[config.mk]
export PLATFORM = sky130hd
export DESIGN_NAME = branch_history_indexer
export DESIGN_NICKNAME = d
export VERILOG_FILES = /design/src/rtl/branch_history_indexer_pkg.sv /design/src/rtl/branch_history_indexer_fifo.sv /design/src/rtl/branch_history_indexer.sv
export SDC_FILE = /design/constraint.sdc
export NUM_CORES = 1
export LEC_CHECK = 0
export ABC_CLOCK_PERIOD_IN_PS = 4800
export CORE_MARGIN = 2
export CORE_UTILIZATION = 58
export DETAILED_ROUTE_END_ITERATION = 12
export HOLD_SLACK_MARGIN = 0.08
export MAX_ROUTING_LAYER = met4
export PLACE_DENSITY_LB_ADDON = 0.3
export SYNTH_ARGS = -nofsm -noshare
export SYNTH_HDL_FRONTEND = slang
export SYNTH_HIERARCHICAL = 1
export SYNTH_SLANG_ARGS = --single-unit
[constraint.sdc]
create_clock -name clk -period 4.8 [get_ports clk]
set_input_delay 0.48 -clock clk [delete_from_list [all_inputs] [get_ports clk]]
set_output_delay 0.48 -clock clk [all_outputs]
set_load 0.05 [all_outputs]
[src/rtl/branch_history_indexer_pkg.sv]
// Shared core package for the branch history indexer: default sizes and the
// in-flight branch record layout.
package branch_history_indexer_pkg;

    localparam int BHI_INDEX_LEN  = 8;
    localparam int BHI_FIFO_DEPTH = 8;

    // One in-flight branch: table index used for the prediction and the
    // speculative history it was predicted with (for misprediction recovery).
    typedef struct packed {
        logic [BHI_INDEX_LEN-1:0] index;
        logic [BHI_INDEX_LEN-1:0] hist;
    } bhi_rec_t;

    localparam int BHI_REC_W = $bits(bhi_rec_t);

endpackage

[src/rtl/branch_history_indexer_fifo.sv]
// In-order record FIFO for in-flight branches. Clear empties it in one cycle
// and takes priority over push/pop; storage itself is never reset.
module BranchRecordFifo
    import branch_history_indexer_pkg::*;
#(
    parameter int W     = BHI_REC_W,
    parameter int DEPTH = BHI_FIFO_DEPTH
) (
    input  logic         clk,
    input  logic         rst,
    input  logic         push,
    input  logic         pop,
    input  logic         clear,
    input  logic [W-1:0] push_data,
    output logic         full,
    output logic         empty,
    output logic [W-1:0] head_data
);

    localparam int PW = $clog2(DEPTH);

    logic [PW-1:0] head_ptr;
    logic [PW-1:0] tail_ptr;
    logic [PW:0]   count;
    logic [W-1:0]  mem [DEPTH];
    logic          do_push;
    logic          do_pop;

    assign full      = (count == (PW+1)'(DEPTH));
    assign empty     = (count == '0);
    assign head_data = mem[head_ptr];
    assign do_push   = push && !full;
    assign do_pop    = pop && !empty;

    // Pointer and occupancy bookkeeping; pointers wrap naturally (power-of-two depth).
    always_ff @(posedge clk or posedge rst) begin
        if (rst) begin
            head_ptr <= '0;
            tail_ptr <= '0;
            count    <= '0;
        end else if (clear) begin
            head_ptr <= '0;
            tail_ptr <= '0;
            count    <= '0;
        end else begin
            if (do_push) tail_ptr <= tail_ptr + PW'(1);
            if (do_pop)  head_ptr <= head_ptr + PW'(1);
            case ({do_push, do_pop})
                2'b10:   count <= count + (PW+1)'(1);
                2'b01:   count <= count - (PW+1)'(1);
                default: count <= count;
            endcase
        end
    end

    // Record storage; contents are don't-care until written.
    always_ff @(posedge clk) begin
        if (do_push && !clear) mem[tail_ptr] <= push_data;
    end

endmodule

[src/rtl/branch_history_indexer.sv]
// Gshare-style index generator with speculative/committed global history,
// in-flight record tracking, and misprediction/flush history recovery.
module branch_history_indexer
    import branch_history_indexer_pkg::*;
#(
    parameter int INDEX_LEN  = BHI_INDEX_LEN,
    parameter int FIFO_DEPTH = BHI_FIFO_DEPTH
) (
    input  logic                 clk,
    input  logic                 rst,
    input  logic                 IN_pcValid,
    input  logic [31:0]          IN_pc,
    input  logic                 IN_predTaken,
    output logic [INDEX_LEN-1:0] OUT_readAddr,
    output logic                 OUT_stall,
    input  logic                 IN_resolveValid,
    input  logic                 IN_resolveTaken,
    input  logic                 IN_mispredict,
    input  logic                 IN_flush,
    output logic                 OUT_writeEn,
    output logic [INDEX_LEN-1:0] OUT_writeAddr,
    output logic                 OUT_writeTaken
);

    localparam int RW = 2 * INDEX_LEN;

    logic [INDEX_LEN-1:0] spec_ghr;
    logic [INDEX_LEN-1:0] spec_ghr_nxt;
    logic [INDEX_LEN-1:0] commit_ghr;
    logic [INDEX_LEN-1:0] commit_ghr_nxt;
    logic [RW-1:0]        push_rec;
    logic [RW-1:0]        head_rec;
    logic [INDEX_LEN-1:0] head_index;
    logic [INDEX_LEN-1:0] head_hist;
    logic                 fifo_full;
    logic                 fifo_empty;
    logic                 pop_ok;
    logic                 recover;
    logic                 clear;
    logic                 push_ok;
    logic                 unused_pc_bits;

    assign unused_pc_bits = ^{IN_pc[31:INDEX_LEN+2], IN_pc[1:0]};

    assign OUT_readAddr = IN_pc[INDEX_LEN+1:2] ^ spec_ghr;
    assign OUT_stall    = fifo_full;

    // Record layout matches bhi_rec_t: index in the upper half, history below.
    assign push_rec   = {OUT_readAddr, spec_ghr};
    assign head_index = head_rec[RW-1:INDEX_LEN];
    assign head_hist  = head_rec[INDEX_LEN-1:0];

    // Flush beats mispredict recovery beats push; any clear cycle drops the push.
    assign pop_ok  = IN_resolveValid && !fifo_empty;
    assign recover = pop_ok && IN_mispredict;
    assign clear   = IN_flush || recover;
    assign push_ok = IN_pcValid && !fifo_full && !clear;

    BranchRecordFifo #(
        .W     (RW),
        .DEPTH (FIFO_DEPTH)
    ) u_fifo (
        .clk       (clk),
        .rst       (rst),
        .push      (push_ok),
        .pop       (pop_ok),
        .clear     (clear),
        .push_data (push_rec),
        .full      (fifo_full),
        .empty     (fifo_empty),
        .head_data (head_rec)
    );

    // Next history values; flush restores the commit history including this cycle's resolve.
    always_comb begin
        commit_ghr_nxt = commit_ghr;
        spec_ghr_nxt   = spec_ghr;
        if (pop_ok) commit_ghr_nxt = {commit_ghr[INDEX_LEN-2:0], IN_resolveTaken};
        if (IN_flush) begin
            spec_ghr_nxt = commit_ghr_nxt;
        end else if (recover) begin
            spec_ghr_nxt = {head_hist[INDEX_LEN-2:0], IN_resolveTaken};
        end else if (push_ok) begin
            spec_ghr_nxt = {spec_ghr[INDEX_LEN-2:0], IN_predTaken};
        end
    end

    // History registers and the registered table-update port.
    always_ff @(posedge clk or posedge rst) begin
        if (rst) begin
            spec_ghr       <= '0;
            commit_ghr     <= '0;
            OUT_writeEn    <= 1'b0;
            OUT_writeAddr  <= '0;
            OUT_writeTaken <= 1'b0;
        end else begin
            spec_ghr    <= spec_ghr_nxt;
            commit_ghr  <= commit_ghr_nxt;
            OUT_writeEn <= pop_ok;
            if (pop_ok) begin
                OUT_writeAddr  <= head_index;
                OUT_writeTaken <= IN_resolveTaken;
            end
        end
    end

endmodule

=== After elaboration in Yosys (flattened, before gate mapping) ===
Memory sizes are Yosys's and may differ from the RTL's.
Index checks and enable logic that the tools add are counted.

* Reductions and logical operators: 16
* Divide/modulo/power cells: 0
* Order comparisons: 0
* Mux-type cells: 12
* Bitwise operators: 1
* $add $sub $neg: 4
* Multipliers: 0
* Shifts and indexed selects: 0
* Equal/unequal tests: 3

{| class="wikitable"
|+ Operators by type and width
! cell !! number
|-
| two-way mux 8 bit || 4
|-
| two-way mux 3 bit || 4
|-
| case mux 4 bit (2 select lines) || 1
|-
| XOR 8 bit || 1
|-
| logical AND 1 bit || 7
|-
| adder 3 x 1 -> 3 bit (second input constant) || 2
|-
| nonzero test 3 bit || 2
|-
| adder 4 x 1 -> 4 bit (second input constant) || 1
|-
| == test 4 bit (second input constant) || 1
|-
| zero test 4 bit || 1
|-
| two-way mux 4 bit || 1
|-
| nonzero test 2 bit || 2
|-
| subtractor 4 x 1 -> 4 bit (second input constant) || 1
|-
| zero test 1 bit || 3
|-
| == test 2 x 1 -> 1 bit (second input constant) || 1
|-
| == test 2 bit (second input constant) || 1
|-
| two-way mux 1 bit || 2
|-
| logical OR 1 bit || 1
|}

* Bits in registers: 36
* Memories kept: 1
* Bits in read-only memories: 0
* Bits in writable memories: 128
* Bits in latches: 0

{| class="wikitable"
|+ Memory list
! name !! depth !! width !! read ports !! clocked after Yosys merged registers in !! write ports !! RTL line !! source
|-
| u_fifo.mem || 8 || 16 || 1 || 0 || 1 || branch_history_indexer_fifo.sv:25 || <nowiki>logic [W-1:0] mem [DEPTH];</nowiki>
|}

=== Logic depth before layout (Yosys ltp) ===
* Depth after elaboration: 11
* Mapped depth: 13
* Gate-level depth less buffers: 10

=== Modules after synthesis ===
Netlist, hierarchy kept.

{| class="wikitable"
|+ By module, submodules not included
! module !! cells an instance !! area an instance (um^2) !! sequential area each (um^2) !! times used
|-
| BranchRecordFifo || 263 || 5507.8 || 4093.9 || 1
|-
| branch_history_indexer || 98 || 1335.0 || 650.6 || 1
|}

=== Least setup slack after synthesis ===
OpenSTA, ideal clock, no wires.

* Path type: register -> register
* Start: register u_fifo.count[0]
* End: memory u_fifo/mem[0][0] (netlist bit) (enable)
* Setup time: 0.409 ns
* Path buffers: 3
* Clock period less this slack: 4.009 ns
* Stages on the path, launching flop included: 11
* Arrival: 3.599 ns
* Setup slack: 0.791 ns
* Data required time: 4.391 ns
* Cells stage by stage: dfrtp_1 buf_6 nor4_1 and3b_1 buf_6 nor2_1 and2_1 clkbuf_1 nand2_1 or3_1 nor3_1

* Cells in the longest elaborated chain, start to end: 11

{| class="wikitable"
|+ Ends and longest elaborated chain
! what !! RTL line !! source
|-
| from (decl) || branch_history_indexer_fifo.sv:24 || <nowiki>logic [PW:0] count;</nowiki>
|-
| from (signal assigned) || branch_history_indexer_fifo.sv:49 || <nowiki>2'b10: count <= count + (PW+1)'(1);</nowiki>
|-
| from (signal assigned) || branch_history_indexer_fifo.sv:50 || <nowiki>2'b01: count <= count - (PW+1)'(1);</nowiki>
|-
| from (signal assigned) || branch_history_indexer_fifo.sv:51 || <nowiki>default: count <= count;</nowiki>
|-
| zero test 4 bit || branch_history_indexer_fifo.sv:30 || <nowiki>assign empty = (count == '0);</nowiki>
|-
| named net fifo_empty || branch_history_indexer.sv:36 || <nowiki>logic fifo_empty;</nowiki>
|-
| zero test 1 bit || branch_history_indexer.sv:54 || <nowiki>assign pop_ok = IN_resolveValid && !fifo_empty;</nowiki>
|-
| logical AND 1 bit || branch_history_indexer.sv:54 ||
|-
| logical AND 1 bit || branch_history_indexer.sv:55 || <nowiki>assign recover = pop_ok && IN_mispredict;</nowiki>
|-
| logical OR 1 bit || branch_history_indexer.sv:56 || <nowiki>assign clear = IN_flush || recover;</nowiki>
|-
| zero test 1 bit || branch_history_indexer.sv:57 || <nowiki>assign push_ok = IN_pcValid && !fifo_full && !clear;</nowiki>
|-
| logical AND 1 bit || branch_history_indexer.sv:57 ||
|-
| named net push_ok || branch_history_indexer.sv:40 || <nowiki>logic push_ok;</nowiki>
|-
| logical AND 1 bit || branch_history_indexer_fifo.sv:32 || <nowiki>assign do_push = push && !full;</nowiki>
|-
| logical AND 1 bit || branch_history_indexer_fifo.sv:58 || <nowiki>if (do_push && !clear) mem[tail_ptr] <= push_data;</nowiki>
|-
| two-way mux 1 bit || branch_history_indexer_fifo.sv:58 ||
|-
| two-way mux 1 bit (implied by the code) || branch_history_indexer_fifo.sv:58 ||
|-
| to (decl) || branch_history_indexer_fifo.sv:25 ||
|}

The timed path passes the listed nets, and every way through them passes these cells.

=== Worst setup path in the final report ===
* Start: register u_fifo.count[0]
* End: register u_fifo.count[3]

* Cells in the longest elaborated chain, start to end: 11

{| class="wikitable"
|+ Ends and longest elaborated chain
! what !! RTL line !! source
|-
| zero test 4 bit (*) || branch_history_indexer_fifo.sv:30 ||
|-
| named net fifo_empty || branch_history_indexer.sv:36 ||
|-
| zero test 1 bit (*) || branch_history_indexer.sv:54 ||
|-
| logical AND 1 bit (*) || branch_history_indexer.sv:54 ||
|-
| logical AND 1 bit (*) || branch_history_indexer.sv:55 ||
|-
| logical OR 1 bit (*) || branch_history_indexer.sv:56 ||
|-
| zero test 1 bit (*) || branch_history_indexer.sv:57 ||
|-
| logical AND 1 bit (*) || branch_history_indexer.sv:57 ||
|-
| named net push_ok || branch_history_indexer.sv:40 ||
|-
| logical AND 1 bit (*) || branch_history_indexer_fifo.sv:32 ||
|-
| == test 2 x 1 -> 1 bit / == test 2 bit (equally long branches) || branch_history_indexer_fifo.sv:48 || <nowiki>case ({do_push, do_pop})</nowiki>
|-
| case mux 4 bit (2 select lines) || branch_history_indexer_fifo.sv:48 ||
|-
| two-way mux 4 bit || branch_history_indexer_fifo.sv:41 || <nowiki>end else if (clear) begin</nowiki>
|}

The timed path passes the listed nets; every way through them passes the cells marked *.
A chain may end at the register's enable or synchronous reset.

==> metrics.cfg <==
[critical_path]
r2r-end=u_fifo/count[3]$_DFFE_PP0P_
cp.arrival_ps=4050
r2r_slack_ps=1070
reg2reg_depth=10
crit_fanout=9
worstSetupEndpoint=u_fifo/count[3]$_DFFE_PP0P_
worstSetupStartpoint=u_fifo/count[0]$_DFFE_PP0P_
rr_startpoint=u_fifo/count[0]$_DFFE_PP0P_
crit_path_start_kind=flip-flop
worstSetupPathType=flip-flop to flip-flop
crit_required_ps=5120
end_kind=flip-flop

[detailed_routing]
num_vias=3277
drc=0
vias_per_cell=5.969
wire_per_inst_um=23.13
drt_iter0_drc=230
ant_nets=0
dr.pass1.iters=4
drt_wl_total_um=12700

[grt]
antenna_found_initial=0
grt-ovfl-total=0
grt_max_degree=33
grt_pass1_vias=3543
grt_pass1_wl_um=19930
grt.total_usage_pct=24.50

[power_and_ir_drop]
p_per_area_mw_per_mm2=537.6
pwr-share-clk_pct=31.8
p_int_mw=2.881
power.switching_mw=1.220
power_frac_seq_pct=46.2
ir_drop_mv=0.3183
comb_power_share_pct=22.0
swShare_pct=29.75
p_leak_nw=2.688

[yosys]
synth.net_count=395
syn_inst=350
synth_warnings=6
synth_area_per_cell_sq_um=18.70
synth_area_sq_mm=0.006546

[place]
gp_congestion=0.7444
place.detailed.hpwl_um=7225
portBuffers=34
dp_slack_ps=1160
placed_area_sq_mm=0.007049

[timing]
tightestPinTransition_ps=1071
tns_ps=0
rsz0062_at_grt=no
fmax_mhz=268.0
finalHoldViolations=0
finalCritPeriodShare_pct=77.75
fin_crit_ps=3732
holdWs_ps=393.2
slew_headroom_pct=28.61
finalSetupViolations=0
finClkSkew_ps=6.238
slew_viol_final=0
timing.final.ws_setup_ps=1068

[status]
status=completed

[layout]
final_nets=441
n_fill_cell=696
final_cell_area_sq_mm=0.007629
diodes=0
layout-drive-gt1-share_pct=26.65
area_growth_pct=16.53

[floorplan]
start_util_pct=59.86
core-area_sq_mm=0.01094
dieArea_sq_mm=0.01215
num_io_pins=59
num_rows=38
die_h_um=110.2
die_w_um=110.2

[clocking]
cts_tree=yes
post-cts-setup-buffers=0
cts_buffer_depth=2
clock-sinks=156
htreeDepth=4
cts_inserted_buffers=17
path_clk_slew_ps=60
cts_hold_buffers=0
clock-root-buffer=clkbuf_16
clock_latency_ps=420
cts_resized=0

[run]
max-cap-violations=0

[worst_hold_path]
hp-class=input pin to async pin

## sequential cells by signal (all words and copies together) (netlist names)
name,flops
u_fifo/mem,120
OUT_writeAddr,8
commit_ghr,8
spec_ghr,8
u_fifo/count,4
u_fifo/head_ptr,3
u_fifo/tail_ptr,3
OUT_writeEn,1
OUT_writeTaken,1
## cells in the final DEF, fill, tap and decap left out, drive strengths merged, types with 3 or more instances in the layout
| master | instances |
|---|---|
| edfxtp | 120 |
| dfrtp | 36 |
| clkdlybuf4s50 | 34 |
| mux4 | 30 |
| mux2 | 30 |
| clkbuf | 23 |
| nor2 | 17 |
| mux2i | 13 |
| buf | 12 |
| xor2 | 11 |
| nand2b | 10 |
| inv | 9 |
| a221o | 7 |
| or4bb | 5 |
| nand2 | 5 |
| nand3 | 4 |
| ha | 4 |
| a21oi | 4 |
| nor3 | 4 |
| xnor2 | 3 |
| clkinv | 3 |
| a211oi | 3 |
## through the flow
step | util [%] | std cells | power (mW)
floorplan | - | 350 | 2.527
global placement | 64.46 | 517 | 2.788
detailed placement | 64.46 | 517 | 2.823
finish | 69.76 | 549 | 4.101
global route | 69.76 | 549 | 4.262
CTS | 69.76 | 549 | 4.126
## power by group through the flow
stage                     Sequential, mW  Combinational (mW)  Clock [mW]
after floorplan                     1.99               0.535           0
after global placement              1.91               0.878           0
after detailed placement            1.92               0.900           0
after CTS                           1.90               0.908        1.32
after global routing                1.92               0.960        1.38
final                               1.90               0.901        1.30
## how the worst min path moves through the flow
stage / startpoint / endpoint / slack, ps / cells after the start
2_1_floorplan: rst / u_fifo/count[0]$_DFFE_PP0P_ / 320 / 1
3_3_place_gp: OUT_writeAddr[5]$_DFFE_PP0P_ / OUT_writeAddr[5]$_DFFE_PP0P_ / 490 / 1
3_5_place_dp: OUT_writeAddr[6]$_DFFE_PP0P_ / OUT_writeAddr[6]$_DFFE_PP0P_ / 490 / 1
4_1_cts: rst / u_fifo/tail_ptr[2]$_DFFE_PP0P_ / 390 / 2
5_1_grt: rst / u_fifo/tail_ptr[2]$_DFFE_PP0P_ / 420 / 2
6_report: rst / u_fifo/tail_ptr[2]$_DFFE_PP0P_ / 390 / 2
## layer usage
metal / wire (um) / global-route usage (%)
met1: 5191 / 31.86
met2: 6462 / 38.39
met3: 746 / 5.703
met4: 297 / 9.018
met5: 0 / -
## critical path, stage by stage (launching register included)
cell	delay, ps
dfrtp_1	500
nor4_1	600
and3b_1	440
nor2_1	240
and2_1	390
a21oi_4	130
ha_1	370
a21oi_1	260
nand2_1	120
or4b_1	510
o311ai_1	80
## layout make-up
class                   instances  area, sq um  share of cell area, %
clock inverters                 9        111.4                  1.460
well taps                     140        175.2                  2.296
clock buffers                  23        467.9                  6.134
flip-flops and latches        156         4506                  59.06
inverters                       7        26.28                 0.3444
repair buffers                 46        430.4                  5.642
multi-input cells             168         1912                  25.06
(Power assumes the default switching activity.)
